$ cat config.mk
export PLATFORM = sky130hd
export DESIGN_NAME = io_irq_ctrl
export DESIGN_NICKNAME = d
export VERILOG_FILES = /design/src/rtl/io_irq_ctrl.sv
export SDC_FILE = /design/constraint.sdc
export NUM_CORES = 1
export LEC_CHECK = 0
export CORE_ASPECT_RATIO = 1.2
export CORE_MARGIN = 2
export CORE_UTILIZATION = 44
export DETAILED_ROUTE_END_ITERATION = 12
export PLACE_DENSITY = 0.77
export RECOVER_POWER = 100
export SLEW_MARGIN = 20
export SYNTH_ARGS = -nofsm -noshare
export SYNTH_HDL_FRONTEND = slang
export SYNTH_SLANG_ARGS = --single-unit
$ cat constraint.sdc
create_clock -name clk -period 1.9 [get_ports clk]
set_clock_uncertainty 0.05 [all_clocks]
set_input_delay 0.38 -clock clk [delete_from_list [all_inputs] [get_ports clk]]
set_output_delay 0.38 -clock clk [all_outputs]
set_load 0.02 [all_outputs]
$ cat src/rtl/io_irq_ctrl.sv
// io_irq_ctrl: four-channel external-byte interrupt controller with a CPU ack/strobe interface
//
// Ports:
//   clk                      single clock, rising edge
//   reset                    asynchronous, active-low
//   ext_valid[3:0]           source n offers a byte
//   ext_ready[3:0]           channel n is IDLE and can take a byte (combinational)
//   ext_data0..ext_data3     byte offered by source n
//   i1..i4                   last byte captured on channel n, presented to CPU port n+1
//   ie1..ie4                 registered interrupt request, high while channel n is ACTIVE
//   reg1_out..reg4_out       CPU output registers; reg4_out is the command port
//   out_stb[2:0]             one-cycle pulse when reg(j+1)_out changed
module io_irq_ctrl #(
  parameter int unsigned HOLDOFF = 1
) (
  input  logic       clk,
  input  logic       reset,
  input  logic [3:0] ext_valid,
  output logic [3:0] ext_ready,
  input  logic [7:0] ext_data0,
  input  logic [7:0] ext_data1,
  input  logic [7:0] ext_data2,
  input  logic [7:0] ext_data3,
  output logic [7:0] i1,
  output logic [7:0] i2,
  output logic [7:0] i3,
  output logic [7:0] i4,
  output logic       ie1,
  output logic       ie2,
  output logic       ie3,
  output logic       ie4,
  input  logic [7:0] reg1_out,
  input  logic [7:0] reg2_out,
  input  logic [7:0] reg3_out,
  input  logic [7:0] reg4_out,
  output logic [2:0] out_stb
);
  typedef enum logic [1:0] {IDLE, FULL, ACTIVE, GAP} st_t;
  st_t        st_q   [4];
  logic [7:0] dat_q  [4];
  logic [3:0] cnt_q  [4];
  logic [7:0] prev_q [3];
  logic [3:0] ie_q;
  logic [2:0] stb_q;
  logic       cmd_prev_q;
  logic [7:0] ext_data [4];
  logic [7:0] regs [3];
  logic [3:0] full;
  logic [3:0] gnt;
  logic       ack;
  logic [1:0] ack_ch;
  logic       unused_cmd_bits;
  assign ext_data[0] = ext_data0;
  assign ext_data[1] = ext_data1;
  assign ext_data[2] = ext_data2;
  assign ext_data[3] = ext_data3;
  assign regs[0] = reg1_out;
  assign regs[1] = reg2_out;
  assign regs[2] = reg3_out;
  // A toggle of the command bit is the ack event; the low two bits name the channel.
  assign ack             = reg4_out[7] != cmd_prev_q;
  assign ack_ch          = reg4_out[1:0];
  assign unused_cmd_bits = ^reg4_out[6:2];
  always_comb begin
    full      = '0;
    ext_ready = '0;
    for (int n = 0; n < 4; n++) begin
      full[n]      = st_q[n] == FULL;
      ext_ready[n] = st_q[n] == IDLE;
    end
    // ie_q mirrors ACTIVE exactly, so it tells whether any channel is ACTIVE this cycle.
    // full & -full isolates the lowest-index FULL channel.
    gnt = (|ie_q) ? 4'b0000 : full & (~full + 4'd1);
  end
  always_ff @(posedge clk or negedge reset) begin
    if (!reset) begin
      for (int n = 0; n < 4; n++) begin
        st_q[n]  <= IDLE;
        dat_q[n] <= 8'h00;
        cnt_q[n] <= 4'd0;
      end
      for (int j = 0; j < 3; j++) prev_q[j] <= 8'h00;
      ie_q       <= 4'b0000;
      stb_q      <= 3'b000;
      cmd_prev_q <= 1'b0;
    end else begin
      cmd_prev_q <= reg4_out[7];
      for (int j = 0; j < 3; j++) begin
        prev_q[j] <= regs[j];
        stb_q[j]  <= regs[j] != prev_q[j];
      end
      for (int n = 0; n < 4; n++) begin
        case (st_q[n])
          IDLE: if (ext_valid[n]) begin
            dat_q[n] <= ext_data[n];
            st_q[n]  <= FULL;
          end
          FULL: if (gnt[n]) begin
            st_q[n] <= ACTIVE;
            ie_q[n] <= 1'b1;
          end
          ACTIVE: if (ack && ack_ch == 2'(n)) begin
            st_q[n]  <= GAP;
            ie_q[n]  <= 1'b0;
            cnt_q[n] <= 4'(HOLDOFF - 1);
          end
          GAP: if (cnt_q[n] == 4'd0) st_q[n] <= IDLE;
               else cnt_q[n] <= cnt_q[n] - 4'd1;
          default: st_q[n] <= IDLE;
        endcase
      end
    end
  end
  assign i1      = dat_q[0];
  assign i2      = dat_q[1];
  assign i3      = dat_q[2];
  assign i4      = dat_q[3];
  assign ie1     = ie_q[0];
  assign ie2     = ie_q[1];
  assign ie3     = ie_q[2];
  assign ie4     = ie_q[3];
  assign out_stb = stb_q;
endmodule

### After elaboration in Yosys (flattened, before gate mapping)

Index checks and enable logic that the tools add are counted.

| cells by class | value |
|---|---|
| order comparisons | 0 |
| $add $sub $neg | 5 |
| divide/modulo/power cells | 0 |
| shifts and indexed selects | 0 |
| reduce and logical (&&, ||, !) cells | 38 |
| multiplexer cells | 45 |
| equal/unequal tests | 39 |
| $mul | 0 |
| bitwise gates (word level) | 2 |

Operator list:

| cell | number |
|---|---|
| two-way mux 4 bit | 9 |
| two-way mux 2 bit | 16 |
| inequality test 2 bit (second input constant) | 16 |
| case mux 2 bit (4 select lines) | 4 |
| case mux 4 bit (2 select lines) | 4 |
| inequality test 8 bit | 3 |
| AND reduction 3 bit | 8 |
| == test 2 bit (second input constant) | 10 |
| zero test 4 bit | 4 |
| AND reduction 4 bit | 4 |
| nonzero test 2 bit | 8 |
| subtractor 4 x 1 -> 4 bit (second input constant) | 4 |
| == test 2 x 1 -> 1 bit (second input constant) | 5 |
| zero test 2 bit | 5 |
| two-way mux 1 bit | 8 |
| inequality test 2 x 1 -> 1 bit (second input constant) | 4 |
| case mux 1 bit (2 select lines) | 4 |
| AND reduction 2 bit | 4 |
| adder 4 x 1 -> 4 bit (second input constant) | 1 |
| AND 4 bit | 1 |
| logical AND 1 bit | 4 |
| NOT 4 bit | 1 |
| OR reduction 4 bit | 1 |
| inequality test 1 bit | 1 |

| storage, ports and cells | value |
|---|---|
| memories | 0 |
| latch bits | 0 |
| ROM bits | 0 |
| bits in registers | 88 |
| bits in writable memories | 0 |
| word-level logic and storage cells | 150 |
| bits of input ports | 70 |

### Longest topological paths before layout

| depth | value |
|---|---|
| depth after elaboration | 7 |
| depth in mapped cells | 6 |
| gate-level depth less buffers | 6 |

### Worst setup path before layout

OpenSTA, ideal clock, no wires.

| timing | value |
|---|---|
| path type | flip-flop to flip-flop |
| start | reg ie_q[1] |
| end | reg st_q[1] (netlist name) |
| buffers on the path | 1 |
| data arrival time | 1.839 ns |
| cell stages (with the launch flop) | 6 |
| path slack | -0.114 ns |
| period minus slack after synthesis | 2.014 ns |
| setup time | 0.125 ns |
| data required time | 1.725 ns |
| cells stage by stage | dfrtp_1 -> or4_4 -> buf_6 -> o41ai_4 -> nand3b_2 -> mux2_4 |

| between the ends | value |
|---|---|
| longest elaborated chain between the ends | 4 |

RTL lines:

| element | line | source |
|---|---|---|
| from (decl) | 43 | `logic [3:0] ie_q;` |
| from (signal assigned) | 83 | `ie_q <= 4'b0000;` |
| from (signal, indexed assignment) | 100 | `ie_q[n] <= 1'b1;` |
| from (signal, indexed assignment) | 104 | `ie_q[n] <= 1'b0;` |
| OR reduction 4 bit | 73 | `gnt = (\|ie_q) ? 4'b0000 : full & (~full + 4'd1);` |
| two-way mux 4 bit | 73 |  |
| inequality test 2 x 1 -> 1 bit (no source line) | n/a |  |
| AND reduction 4 bit (no source line) | n/a |  |
| to (signal, indexed assignment) | 78 | `st_q[n] <= IDLE;` |
| to (signal, indexed assignment) | 96 | `st_q[n] <= FULL;` |
| to (signal, indexed assignment) | 99 | `st_q[n] <= ACTIVE;` |
| to (decl) | 39 | `st_t st_q [4];` |

Every way passes these cells.
A chain may end at the register's enable or synchronous reset.

### Final worst setup path

Ends and elaborated chain as after synthesis.

==> impl_metrics.toml <==
[die]
fp.dieH_um = 110.2
start_util_pct = 45.52
fp.dieW_um = 92.49
core_um2 = 9081
io_pins = 113
die-area_um2 = 10190
rows = 38

[synthesis]
seq_area_frac_synth_pct = 53.27
synth-async-reset-ratio_pct = 100.0
syn_avg_cell_area_um2 = 12.60
synth_area_um2 = 4134
synth_seq_cells = 88
syn-num-nets = 424
ys.flop_type = "dfrtp_1"
synth_edf_count = 0
synthCells = 328
yosysWarnings = 0
synth_cell_types = 46

[grt]
grt_pass1_wl_mm = 14.86
track_usage_pct = 18.85
grt_max_degree = 34
grt_overflow_total = 0
antenna_found_initial = 0
grt_pass1_vias = 3335

[sta]
hold_slack_ns = 0.4507
hold_viol = 0
setup-tns-final_ns = -0.09063
rsz0062_at_grt = "true"
max_slew_margin_pct = 51.95
fin_crit_ns = 1.950
fin_crit_sh_pct = 102.7
max_freq_mhz = 512.7
worstMarginPinSlew_ns = 0.7208
drv_slew = 0
setup_viol = 2
layout_setup_ws_ns = -0.05041

[critical_path]
required_ns = 2.10
cp_slowest_cell = "or4_4"
worst_setup_path_start_kind = "flip-flop"
crit_chain = "or4_4 -> o41ai_4 -> nand3b_2 -> mux2_4"
endpoint_kind = "flip-flop"
worst-setup-path-type = "reg -> reg"
cp_data_arrival_time_ns = 2.15
cp_slowest_stage_delay_ns = 0.62
cp_max_fo = 5

[cells_and_area]
antennaDiodeCount = 0
final_cell_mix = "dfrtp_1 (87), clkdlybuf4s50_1 (74), mux2_2 (32), buf_4 (32)"
final_util_pct = 64.70
final_cell_area_um2 = 5876
n_fill_cell = 710
layout_commonest_cell = "dfrtp_1"
drive_gt1_share_pct = 24.02
fin_nets = 578
area_growth_pct = 42.13

[clock_tree]
clock_latency_ns = 0.36
h-tree-depth = 3
cts_tree = "yes"
cts_buffer_depth = 2
clk_pin_slew_worst_paths_ns = 0.08
clkSinkCount = 88
root_buffer = "clkbuf_8"
cts_buffers = 9

[route]
via_count = 3095
drtIter0Drc = 135
ant_nets = 0
viasPerCell = 5.099
wl_per_cell_um = 14.70
firstDrtPassIters = 4
wirelength_mm = 8.923
drcViolationCount = 0

[place]
place.gp.congestion = 0.8145
place_area_um2 = 5619
dpl.hpwl_mm = 6.868
io_buffer_count = 107

[power_and_ir_drop]
total_power_mw = 9.205
p_leak_nw = 2.554
ir_worst_vdd_uv = 750.7
cellPowerDensity_nw_per_um2 = 1567

[hold_path]
hold_class = "in -> reg"

[run_status]
outcome = "finished, violations left"
failed_checks = "negative setup slack"

[run]
cap_viol_max_count = 0
[synthesized netlist by cell type (2+ instances only)]
cell type	instances	area (µm²)
dfrtp_1	88	2202
nand3_1	7	35.03
o21a_1	2	15.01
nor4_1	6	37.54
o31ai_1	5	37.54
nor3_1	4	20.02
a31oi_1	8	50.05
a21oi_1	6	30.03
mux2i_1	6	60.06
nor3b_1	5	37.54
mux2_1	3	33.78
inv_1	21	78.83
mux2_4	2	30.03
nand2b_1	3	18.77
or4_1	5	37.54
o21ai_0	15	75.07
inv_2	2	7.510
nor2b_1	6	37.54
and2_1	2	12.51
a221oi_1	2	17.52
a32oi_1	3	26.28
nor2_1	4	15.01
a21boi_1	3	22.52
nand2_1	12	45.04
or3_1	2	12.51
o21ai_1	3	15.01
mux2_2	32	360.4
xor2_1	25	219.0
or3b_1	4	35.03
ha_1	26	325.3
[final timing paths]
kind / from / to / slack, ns / depth (start not counted)
worst max-delay path: ie_q[1]$_DFFE_PN0P_ / st_q[1]$_DFFE_PN0P_ / -0.05 / 4
worst min-delay path: reg4_out[7] / cmd_prev_q$_DFF_PN0_ / 0.45 / 2
worst max register to register: ie_q[1]$_DFFE_PN0P_ / st_q[1]$_DFFE_PN0P_ / -0.05 / 4
worst min register to register: i3[3]$_DFFE_PN0P_ / i3[3]$_DFFE_PN0P_ / 0.46 / 1
max in group asynchronous: reset / ie_q[1]$_DFFE_PN0P_ / 0.24 / 3
min in group asynchronous: reset / cnt_q[4]$_DFFE_PN0P_ / 0.57 / 2
[state kept, by name, summed over array words and instances, names as in the netlist]
register and count:
cmd_prev_q 1, cnt_q 16, i1 8, i2 8, i3 8, i4 8
ie_q 4, out_stb 3, prev_q 24, st_q 8
[layout make-up]
type	count	area, µm²	share of cell area [%]
Clock buffer	12	155.1	2.641
Clock inverter	4	51.30	0.8731
Multi-Input combinational cell	215	1907	32.45
Timing Repair Buffer	145	1323	22.51
Inverter	23	86.33	1.469
Sequential cell	88	2203	37.50
Tap cell	120	150.1	2.555
[power breakdown]
| part | switching (mW) | internal [mW] |
|---|---|---|
| logic | 2.36 | 2.53 |
| clock network | 0.658 | 0.683 |
| registers | 0.416 | 2.56 |
[cell families (layout without fill, tap and decap cells)]
family	after synthesis	after routing	synth area share, %
buffers and inverters	25	184	2.452
AO/OA/AOI/OAI	56	56	9.928
flip-flops	88	88	53.27
XOR/XNOR	26	26	5.509
multiplexers	43	43	11.71
AND/OR/NAND/NOR	64	64	9.262
adder cells (fa/ha/maj)	26	26	7.869
[metrics by stage]
| stage | instances | setup WS (ns) |
|---|---|---|
| floorplan | 328 | -0.09441 |
| global placement | 587 | -0.3141 |
| detailed placement | 587 | -0.3490 |
| CTS | 604 | -0.04943 |
| global route | 607 | -0.08971 |
| finish | 607 | -0.05041 |
[critical path, delay by kind of cell, from the launching register on]
kind	cells	cell delay [ns]
and+or+nand+nor	2	0.76
DFF	1	0.41
muxes	1	0.31
AOI/OAI and AO/OA	1	0.30
[layer usage]
metal | wire, µm | track usage [%] | vias to the layer above
met5 | 0 | 0 | -
met4 | 126 | 5.970 | 0
met3 | 552 | 6.118 | 11
met2 | 4599 | 33.73 | 79
met1 | 3645 | 21.46 | 1521
li1 | - | - | 1484
[repair_timing]
| item | CTS | global route |
|---|---|---|
| endpoints found under the hold margin | 26 | 0 |
| gates resized for setup | 16 | 25 |
| setup endpoints to repair | 11 | 18 |
| pin swaps | 0 | 4 |
| buffers inserted | 0 | 3 |
| hold buffers | 1 | 0 |
Note: power is estimated with default switching activity, not from simulation.
